--- config.mk ---
export PLATFORM = sky130hd
export DESIGN_NAME = microtile_scheduler
export DESIGN_NICKNAME = d
export VERILOG_FILES = /design/src/rtl/microtile_scheduler.sv
export SDC_FILE = /design/constraint.sdc
export NUM_CORES = 1
export LEC_CHECK = 0
export BUFFER_PORTS_ARGS = -buffer_cell sky130_fd_sc_hd__buf_2
export CAP_MARGIN = 10
export CELL_PAD_IN_SITES_DETAIL_PLACEMENT = 2
export CELL_PAD_IN_SITES_GLOBAL_PLACEMENT = 2
export CORE_ASPECT_RATIO = 0.6
export CORE_MARGIN = 1
export CORE_UTILIZATION = 34
export DETAILED_ROUTE_END_ITERATION = 10
export GPL_TIMING_DRIVEN = 0
export PLACE_DENSITY = 0.75
export SYNTH_ARGS = -nofsm -noshare
export SYNTH_HDL_FRONTEND = slang
export SYNTH_SLANG_ARGS = --single-unit
--- constraint.sdc ---
create_clock -name clk -period 2.38 [get_ports clk]
set_clock_uncertainty 0.15 [all_clocks]
set_input_delay 0.476 -clock clk [delete_from_list [all_inputs] [get_ports clk]]
set_output_delay 0.476 -clock clk [all_outputs]
set_load 0.02 [all_outputs]
--- src/rtl/microtile_scheduler.sv ---
// Round-robin / forced time-slice scheduler sharing one micro-tile slot among 4 tiles (IDLE -> RESET_HOLD -> RUN -> DRAIN).
// All outputs registered; optional grant statistics built when MICROTILE_SCHED_STATS_EN is defined.
module microtile_scheduler #(
    parameter int SLICE_CYCLES = 256,
    parameter int RST_HOLD     = 4,
    parameter int DRAIN_CYCLES = 2
) (
    input  logic       clk,
    input  logic       rst,
    input  logic [3:0] req,
    input  logic [3:0] done,
    input  logic       force_en,
    input  logic [1:0] force_sel,
    input  logic [1:0] stat_sel,
    output logic [1:0] sel,
    output logic [3:0] tile_rst_n,
    output logic [3:0] tile_clk_en,
    output logic       busy,
    output logic       switch_pulse,
    output logic [7:0] stat_out
);
    typedef enum logic [1:0] {IDLE, RESET_HOLD, RUN, DRAIN} state_t;

    localparam int SW = (SLICE_CYCLES > 0) ? $clog2(SLICE_CYCLES + 1) : 1;
    localparam logic [SW-1:0] SLICE_LIM = SW'(SLICE_CYCLES);

    state_t        state_q, state_d;
    logic [1:0]    sel_q, sel_d;
    logic [1:0]    last_grant_q, last_grant_d;
    logic [7:0]    hold_cnt_q, hold_cnt_d;
    logic [7:0]    drain_cnt_q, drain_cnt_d;
    logic [SW-1:0] slice_cnt_q, slice_cnt_d;
    logic [3:0]    tile_rst_n_q, tile_rst_n_d;
    logic [3:0]    tile_clk_en_q, tile_clk_en_d;
    logic          busy_q, busy_d;
    logic          switch_pulse_q, switch_pulse_d;

    logic          rr_hit;
    logic [1:0]    rr_idx, rr_cand;
    logic [3:0]    tgt_oh, nxt_oh;
    logic [SW-1:0] slice_inc;
    logic          slice_hit, others_req, run_exit;

    // Scan offsets +4..+1 so the smallest offset from last_grant wins.
    always_comb begin
        rr_hit  = 1'b0;
        rr_idx  = last_grant_q;
        rr_cand = last_grant_q;
        for (int i = 4; i >= 1; i--) begin
            rr_cand = last_grant_q + 2'(i);
            if (req[rr_cand]) begin
                rr_hit = 1'b1;
                rr_idx = rr_cand;
            end
        end
    end

    always_comb begin
        state_d      = state_q;
        sel_d        = sel_q;
        last_grant_d = last_grant_q;
        hold_cnt_d   = hold_cnt_q;
        drain_cnt_d  = drain_cnt_q;
        slice_cnt_d  = slice_cnt_q;
        tgt_oh       = 4'b0001 << sel_q;
        slice_inc    = slice_cnt_q + 1'b1;
        slice_hit    = (SLICE_CYCLES != 0) && (slice_inc == SLICE_LIM);
        others_req   = |(req & ~tgt_oh);
        run_exit     = done[sel_q]
                     || (!force_en && !req[sel_q])
                     || (force_en && (force_sel != sel_q))
                     || (!force_en && slice_hit && others_req);

        case (state_q)
            IDLE: begin
                if (force_en || rr_hit) begin
                    state_d      = RESET_HOLD;
                    sel_d        = force_en ? force_sel : rr_idx;
                    last_grant_d = sel_d;
                    hold_cnt_d   = 8'(RST_HOLD);
                end
            end
            RESET_HOLD: begin
                if (hold_cnt_q <= 8'd1) begin
                    state_d     = RUN;
                    slice_cnt_d = '0;
                end else begin
                    hold_cnt_d = hold_cnt_q - 8'd1;
                end
            end
            RUN: begin
                // Expiry with nobody waiting simply starts a fresh slice.
                slice_cnt_d = slice_hit ? '0 : slice_inc;
                if (run_exit) begin
                    state_d     = DRAIN;
                    drain_cnt_d = 8'(DRAIN_CYCLES);
                end
            end
            DRAIN: begin
                if (drain_cnt_q <= 8'd1) begin
                    state_d = IDLE;
                end else begin
                    drain_cnt_d = drain_cnt_q - 8'd1;
                end
            end
            default: state_d = IDLE;
        endcase

        nxt_oh         = 4'b0001 << sel_d;
        tile_clk_en_d  = (state_d != IDLE) ? nxt_oh : 4'b0000;
        tile_rst_n_d   = (state_d == RUN || state_d == DRAIN) ? nxt_oh : 4'b0000;
        busy_d         = (state_d != IDLE);
        switch_pulse_d = (state_q == IDLE) && (state_d == RESET_HOLD);
    end

    always_ff @(posedge clk) begin
        if (rst) begin
            state_q        <= IDLE;
            sel_q          <= 2'd0;
            last_grant_q   <= 2'd3;
            hold_cnt_q     <= 8'd0;
            drain_cnt_q    <= 8'd0;
            slice_cnt_q    <= '0;
            tile_rst_n_q   <= 4'b0000;
            tile_clk_en_q  <= 4'b0000;
            busy_q         <= 1'b0;
            switch_pulse_q <= 1'b0;
        end else begin
            state_q        <= state_d;
            sel_q          <= sel_d;
            last_grant_q   <= last_grant_d;
            hold_cnt_q     <= hold_cnt_d;
            drain_cnt_q    <= drain_cnt_d;
            slice_cnt_q    <= slice_cnt_d;
            tile_rst_n_q   <= tile_rst_n_d;
            tile_clk_en_q  <= tile_clk_en_d;
            busy_q         <= busy_d;
            switch_pulse_q <= switch_pulse_d;
        end
    end

    assign sel          = sel_q;
    assign tile_rst_n   = tile_rst_n_q;
    assign tile_clk_en  = tile_clk_en_q;
    assign busy         = busy_q;
    assign switch_pulse = switch_pulse_q;

`ifdef MICROTILE_SCHED_STATS_EN
    logic [7:0] grant_cnt_q [4];
    logic [7:0] grant_cnt_d [4];

    always_comb begin
        for (int i = 0; i < 4; i++) begin
            grant_cnt_d[i] = grant_cnt_q[i];
        end
        if (switch_pulse_d && (grant_cnt_q[sel_d] != 8'hFF)) begin
            grant_cnt_d[sel_d] = grant_cnt_q[sel_d] + 8'd1;
        end
    end

    always_ff @(posedge clk) begin
        for (int i = 0; i < 4; i++) begin
            if (rst) begin
                grant_cnt_q[i] <= 8'd0;
            end else begin
                grant_cnt_q[i] <= grant_cnt_d[i];
            end
        end
    end

    assign stat_out = grant_cnt_q[stat_sel];
`else
    logic unused_stat_sel;
    assign unused_stat_sel = ^stat_sel;
    assign stat_out        = 8'h00;
`endif

endmodule

# [After elaboration in Yosys (flattened, before gate mapping)]
# Cells that the tools add are included.
# W data, S select, Z words.
[op_classes] add_sub_neg=6 order_cmp=7 eq_ne=13 shift=2 muxes=36 n_bitwise=4 n_reduce_logical=24
[ops] cell="$mux W8" count=4
[ops] cell="$pmux W8 S2" count=2
[ops] cell="$mux W2" count=10
[ops] cell="$mux W9" count=2
[ops] cell="$pmux W9 S2" count=1
[ops] cell="$le A8 B1 Y1 const B" count=2
[ops] cell="$sub A8 B1 Y8 const B" count=2
[ops] cell="$lt A2 B3 Y1 const B" count=5
[ops] cell="$bmux W1 S2" count=6
[ops] cell="$mux W1" count=10
[ops] cell="$ne A2 B2 Y1 const B" count=5
[ops] cell="$add A9 B1 Y9 const B" count=1
[ops] cell="$eq A9 B9 Y1 const B" count=1
[ops] cell="$eq A2 B2 Y1 const B" count=4
[ops] cell="$pmux W2 S4" count=1
[ops] cell="$reduce_bool A2 Y1" count=4
[ops] cell="$shl A1 B2 Y4 const A" count=2
[ops] cell="$reduce_and A3 Y1" count=2
[ops] cell="$logic_and A1 B1 Y1" count=5
[ops] cell="$logic_or A1 B1 Y1" count=5
[ops] cell="$add A2 B2 Y2 const B" count=2
[ops] cell="$and A4 B4 Y4" count=1
[ops] cell="$eq A2 B1 Y1 const B" count=2
[ops] cell="$not A4 Y4" count=1
[ops] cell="8 further kinds" count=12
[totals] reg_bits=41 in_bits=15 elab_cells=102

# [Logic depth before layout (Yosys ltp)]
[logic_depth] word_depth=13 ltp_mapped=8 ltp_nobuf=8

# [Worst setup path before layout]
# No wires, ideal clock.
[synth_timing] path_type="reg2reg" startpoint="reg slice_cnt_q[0]" endpoint="reg drain_cnt_q[2]" setup_time_ns=0.121 arrival_time_ns=1.841 required_ns=2.109 path_slack_ns=0.268 path_stages_with_launch=8 cell_sequence="dfxtp_1 > ha_1 > nand3_2 > or3_4 > a211oi_4 > nand3_2 > a31oi_4 > nor2_1"
[synth_between] elab_chain_cells=7
[synth_lines] element="start, declared" line="32" text="logic [SW-1:0] slice_cnt_q, slice_cnt_d;"
[synth_lines] element="start signal, assigned" line="134" text="slice_cnt_q <= slice_cnt_d;"
[synth_lines] element="$add A9 B1 Y9" line="66" text="slice_inc = slice_cnt_q + 1'b1;"
[synth_lines] element="$eq A9 B9 Y1" line="67" text="slice_hit = (SLICE_CYCLES != 0) && (slice_inc == SLICE_LIM);"
[synth_lines] element="$logic_and A1 B1 Y1 (2 in a row)" line="72" text="|| (!force_en && slice_hit && others_req);"
[synth_lines] element="$logic_or A1 B1 Y1" line="72"
[synth_lines] element="$ne A2 B2 Y1 (no source line)"
[synth_lines] element="$reduce_and A3 Y1 (no source line)"
[synth_lines] element="end signal, assigned" line="133" text="drain_cnt_q <= drain_cnt_d;"
[synth_lines] element="end, declared" line="31" text="logic [7:0] drain_cnt_q, drain_cnt_d;"
# Every way passes these cells.
# A chain may end at the register's enable or synchronous reset.

# [Worst setup path in the final report]
# Ends and elaborated chain as after synthesis.

==> insert_results.sql <==
INSERT INTO impl_metrics (metric_group, metric, value, unit) VALUES
('critical_path', 'maximum_fanout_encountered_on_the_critical_timing_path', '6', ''),
('critical_path', 'critical-path-slowest-cell', 'dfxtp_4', ''),
('place', 'place_inst', '371', ''),
('power_and_ir_drop', 'pwr_cell_area', '764', 'nW/um^2'),
('yosys', 'synth-edff-count', '0', ''),
('clock_network', 'clock_sink_count', '41', ''),
('critical_path', 'crit_buf_inv', '0', ''),
('critical_path', 'required', '2.43', 'ns'),
('drt', 'drt_iter0_markers', '36', ''),
('clock_network', 'postCtsHoldBufs', '0', ''),
('place', 'gp_congestion', '0.763', ''),
('layout', 'syn2layout_area_growth', '19.5', '%'),
('die', 'fp.dieH', '64.8', 'um'),
('drt', 'total_routed_wirelength', '6.69', 'mm'),
('yosys', 'netlist_area', '2230', 'um^2'),
('clock_network', 'cts_root_buf', 'clkbuf_8', ''),
('sta', 'final_max_slew_viol_count', '0', ''),
('clock_network', 'cts_tree', 'built', ''),
('critical_path', 'critPathLaunchType', 'flip-flop', ''),
('clock_network', 'cts.reportedPaths.clkPinSlew', '0.09', 'ns'),
('yosys', 'yosys_register_bits', '41', ''),
('place', 'numPortBuffers', '23', ''),
('critical_path', 'timing.critical_path.slowest_cell_delay', '0.41', 'ns'),
('critical_path', 'critical_path.most_common_cell', 'nand3_4', ''),
('critical_path', 'critPathKind', 'flip-flop to flip-flop', ''),
('sta', 'setup-tns-final', '0', 'ns'),
('clock_network', 'cts_htree_levels', '2', ''),
('drt', 'drt_first_pass_iters', '4', ''),
('die', 'start_util', '35.9', '%'),
('layout', 'share_of_cells_above_drive_strength_1', '24.1', '%'),
('global_routing', 'initial_antenna_violation_count', '0', ''),
('yosys', 'count_of_unique_library_cells_instantiated_by_yosys', '58', ''),
('drt', 'via_count', '1995', ''),
('critical_path', 'timing.critical_path.arrival', '2.32', 'ns'),
('die', 'core_area', '6220', 'um^2'),
('critical_path', 'path_cells', 'ha_4, nand3_4, or3_4, a211oi_4, nand3_4, a31oi_4, nor2_1', ''),
('die', 'pin_count', '35', ''),
('die', 'dieWidth', '107', 'um'),
('critical_path', 'setup.worst_path.start', 'slice_cnt_q[0]$_SDFFE_PP0P_', ''),
('outcome', 'run_status', 'completed', ''),
('clock_network', 'numCtsBuffers', '5', ''),
('yosys', 'postSynthCellCount', '257', ''),
('sta', 'rsz0062_at_grt', 'no', ''),
('die', 'dieArea', '6910', 'um^2'),
('sta', 'final-setup-viol-count', '0', ''),
('sta', 'post-route-period-util', '95.6', '%'),
('clock_network', 'cts-root-to-sink-buffers', '2', ''),
('hold_path', 'hold_path_start', 'hold_cnt_q[7]$_SDFFE_PP0P_', ''),
('yosys', 'postSynth.topFlopCell', 'dfxtp_1', ''),
('yosys', 'syn-mean-instance-area', '8.70', 'um^2'),
('yosys', 'synthesis.yosys.warnings', '0', ''),
('global_routing', 'grt_pass1_vias', '2079', ''),
('sta', 'final_period_minus_worst_setup_slack', '2.28', 'ns'),
('place', 'hpwlAfterDp', '5.05', 'mm'),
('yosys', 'synth-async-reset-ratio', '0', '%'),
('drt', 'drc', '0', ''),
('global_routing', 'grt_start_max_net_pins', '14', ''),
('drt', 'mean_number_of_vias_per_cell', '5.26', ''),
('sta', 'max_clock_freq', '440', 'MHz'),
('critical_path', 'timing.critical_path.max_delay_family', 'simple AND/OR/NAND/NOR gates', ''),
('job', 'cap_violations', '0', ''),
('layout', 'layoutNonFillerInstCount', '379', ''),
('critical_path', 'critPathCaptureType', 'flip-flop', ''),
('global_routing', 'grt_pass1_wl', '11.0', 'mm'),
('drt', 'wl_per_cell', '17.7', 'um'),
('power_and_ir_drop', 'power_leakage', '1.03', 'nW'),
('sta', 'hold_violations', '0', ''),
('layout', 'final_nets', '314', ''),
('global_routing', 'grtUsageTotal', '21.1', '%'),
('clock_network', 'clkLatencyLatePin', '0.31', 'ns'),
('yosys', 'seq_area_frac_synth', '36.7', '%'),
('die', 'rows', '22', ''),
('hold_path', 'hold_class', 'flip-flop to flip-flop', ''),
('power_and_ir_drop', 'worst_ir_drop_vdd', '270', 'uV'),
('layout', 'number_of_inserted_diodes', '0', ''),
('sta', 'maxSlewHeadroom', '55.8', '%'),
('critical_path', 'source_of_the_worst_register_to_register_timing_path', 'slice_cnt_q[0]$_SDFFE_PP0P_', ''),
('global_routing', 'global_route_total_overflow', '0', ''),
('sta', 'tightestPinTransition', '0.644', 'ns'),
('drt', 'antenna_left', '0', '');
==> worst reg2reg max path, cell delays in order, from the launching register on <==
cell and delay, ns:
dfxtp_4 0.41, ha_4 0.18, nand3_4 0.11, or3_4 0.41, a211oi_4 0.34, nand3_4 0.17, a31oi_4 0.30, nor2_1 0.09
==> final timing paths <==
path	to	slack, ns	cells past startpoint
worst min register to register	hold_cnt_q[7]$_SDFFE_PP0P_	0.38	2
worst min-delay path	hold_cnt_q[7]$_SDFFE_PP0P_	0.38	2
worst max-delay path	drain_cnt_q[2]$_SDFFE_PP0P_	0.10	7
worst max register to register	drain_cnt_q[2]$_SDFFE_PP0P_	0.10	7
==> where the power goes <==
part	switching [mW]	leakage, nW	total [mW]	internal, mW
logic	0.375	0.635	0.616	0.241
clock network	0.275	0.0574	0.617	0.342
registers	0.0609	0.336	0.808	0.747
total	0.712	1.03	2.04	1.33
==> logic make-up (layout without fill, tap and decap cells) <==
kind of cell	after synthesis	after routing	synth area share, %
muxes	6	6	3.81
other	1	8	0.168
AOI/OAI and AO/OA	45	45	17.0
DFF	41	41	36.7
xor gates and xnor gates	17	17	6.66
buffers and inverters	23	54	5.66
and+or+nand+nor	119	119	27.2
adders and majority gates	5	5	2.80
==> stage by stage <==
step	area [um^2]	util, %	power [mW]	hold slack [ns]	setup WS, ns
2_1_floorplan	2260	-	1.24	0.322	0.268
3_3_place_gp	2480	39.9	1.39	0.342	-0.124
3_5_place_dp	2480	39.9	1.41	0.361	-0.183
4_1_cts	2610	42.0	2.05	0.387	0.00272
5_1_grt	2670	42.9	2.17	0.427	0.0255
6_report	2670	42.9	2.04	0.378	0.105
==> what timing repair did <==
item / in CTS / in global routing
gates resized for setup: 4 / 12
setup endpoints to repair: 18 / 15
buffers inserted: 0 / 0
pin swaps: 1 / 3
==> cell usage after synthesis, drive strengths merged (5+ instances only) <==
| master | count | area, um^2 |
|---|---|---|
| nor2 | 45 | 169 |
| dfxtp | 41 | 821 |
| nand2 | 21 | 81.3 |
| buf | 12 | 85.1 |
| xnor2 | 11 | 96.3 |
| a21oi | 10 | 53.8 |
| inv | 9 | 33.8 |
| nand3 | 9 | 55.1 |
| o21ai | 8 | 40.0 |
| a31oi | 6 | 52.6 |
| and2 | 6 | 41.3 |
| nor2b | 6 | 37.5 |
| xor2 | 6 | 52.6 |
| ha | 5 | 62.6 |
| nor3 | 5 | 25.0 |
| nor4 | 5 | 31.3 |
==> sequential cells by signal, summed over array words and instances, names as in the netlist <==
name	flops
last_grant_q	2
busy	1
hold_cnt_q	8
drain_cnt_q	8
state_q	2
switch_pulse	1
sel	2
slice_cnt_q	9
tile_rst_n	4
tile_clk_en	4
==> final cells by class <==
class / count / area (um^2)
Clock inverter: 2 / 37.5
Timing Repair Buffer: 23 / 115
Tap cell: 84 / 105
Fill cell: 706 / 3550
Multi-Input combinational cell: 200 / 1380
Inverter: 9 / 33.8
Buffer: 14 / 92.6
Sequential cell: 41 / 830
Clock buffer: 6 / 82.6
==> cell usage in the layout, fill, tap and decap left out, types with 3 or more instances in the layout <==
master	synthesis	routed
nand3_1	7	7
inv_1	9	9
dfxtp_1	41	38
xnor2_1	11	11
nand2_1	20	20
nor4_1	5	4
mux2i_1	4	4
a21oi_1	9	8
nor3_1	5	5
xor2_1	6	6
buf_2	2	25
ha_1	5	4
nor2b_1	6	6
conb_1	1	8
nand4_1	3	3
a31oi_1	5	4
o21ai_0	8	7
and2_1	4	4
and3_1	4	4
nor2_1	45	45
buf_4	8	8
clkbuf_8	0	6
==> layer usage <==
layer	wire, um	GRT usage, %
met3	148	4.53
met1	3610	29.9
met4	65	5.82
met2	2870	32.2
met5	0	0
Power figures use the tool's default switching activity.
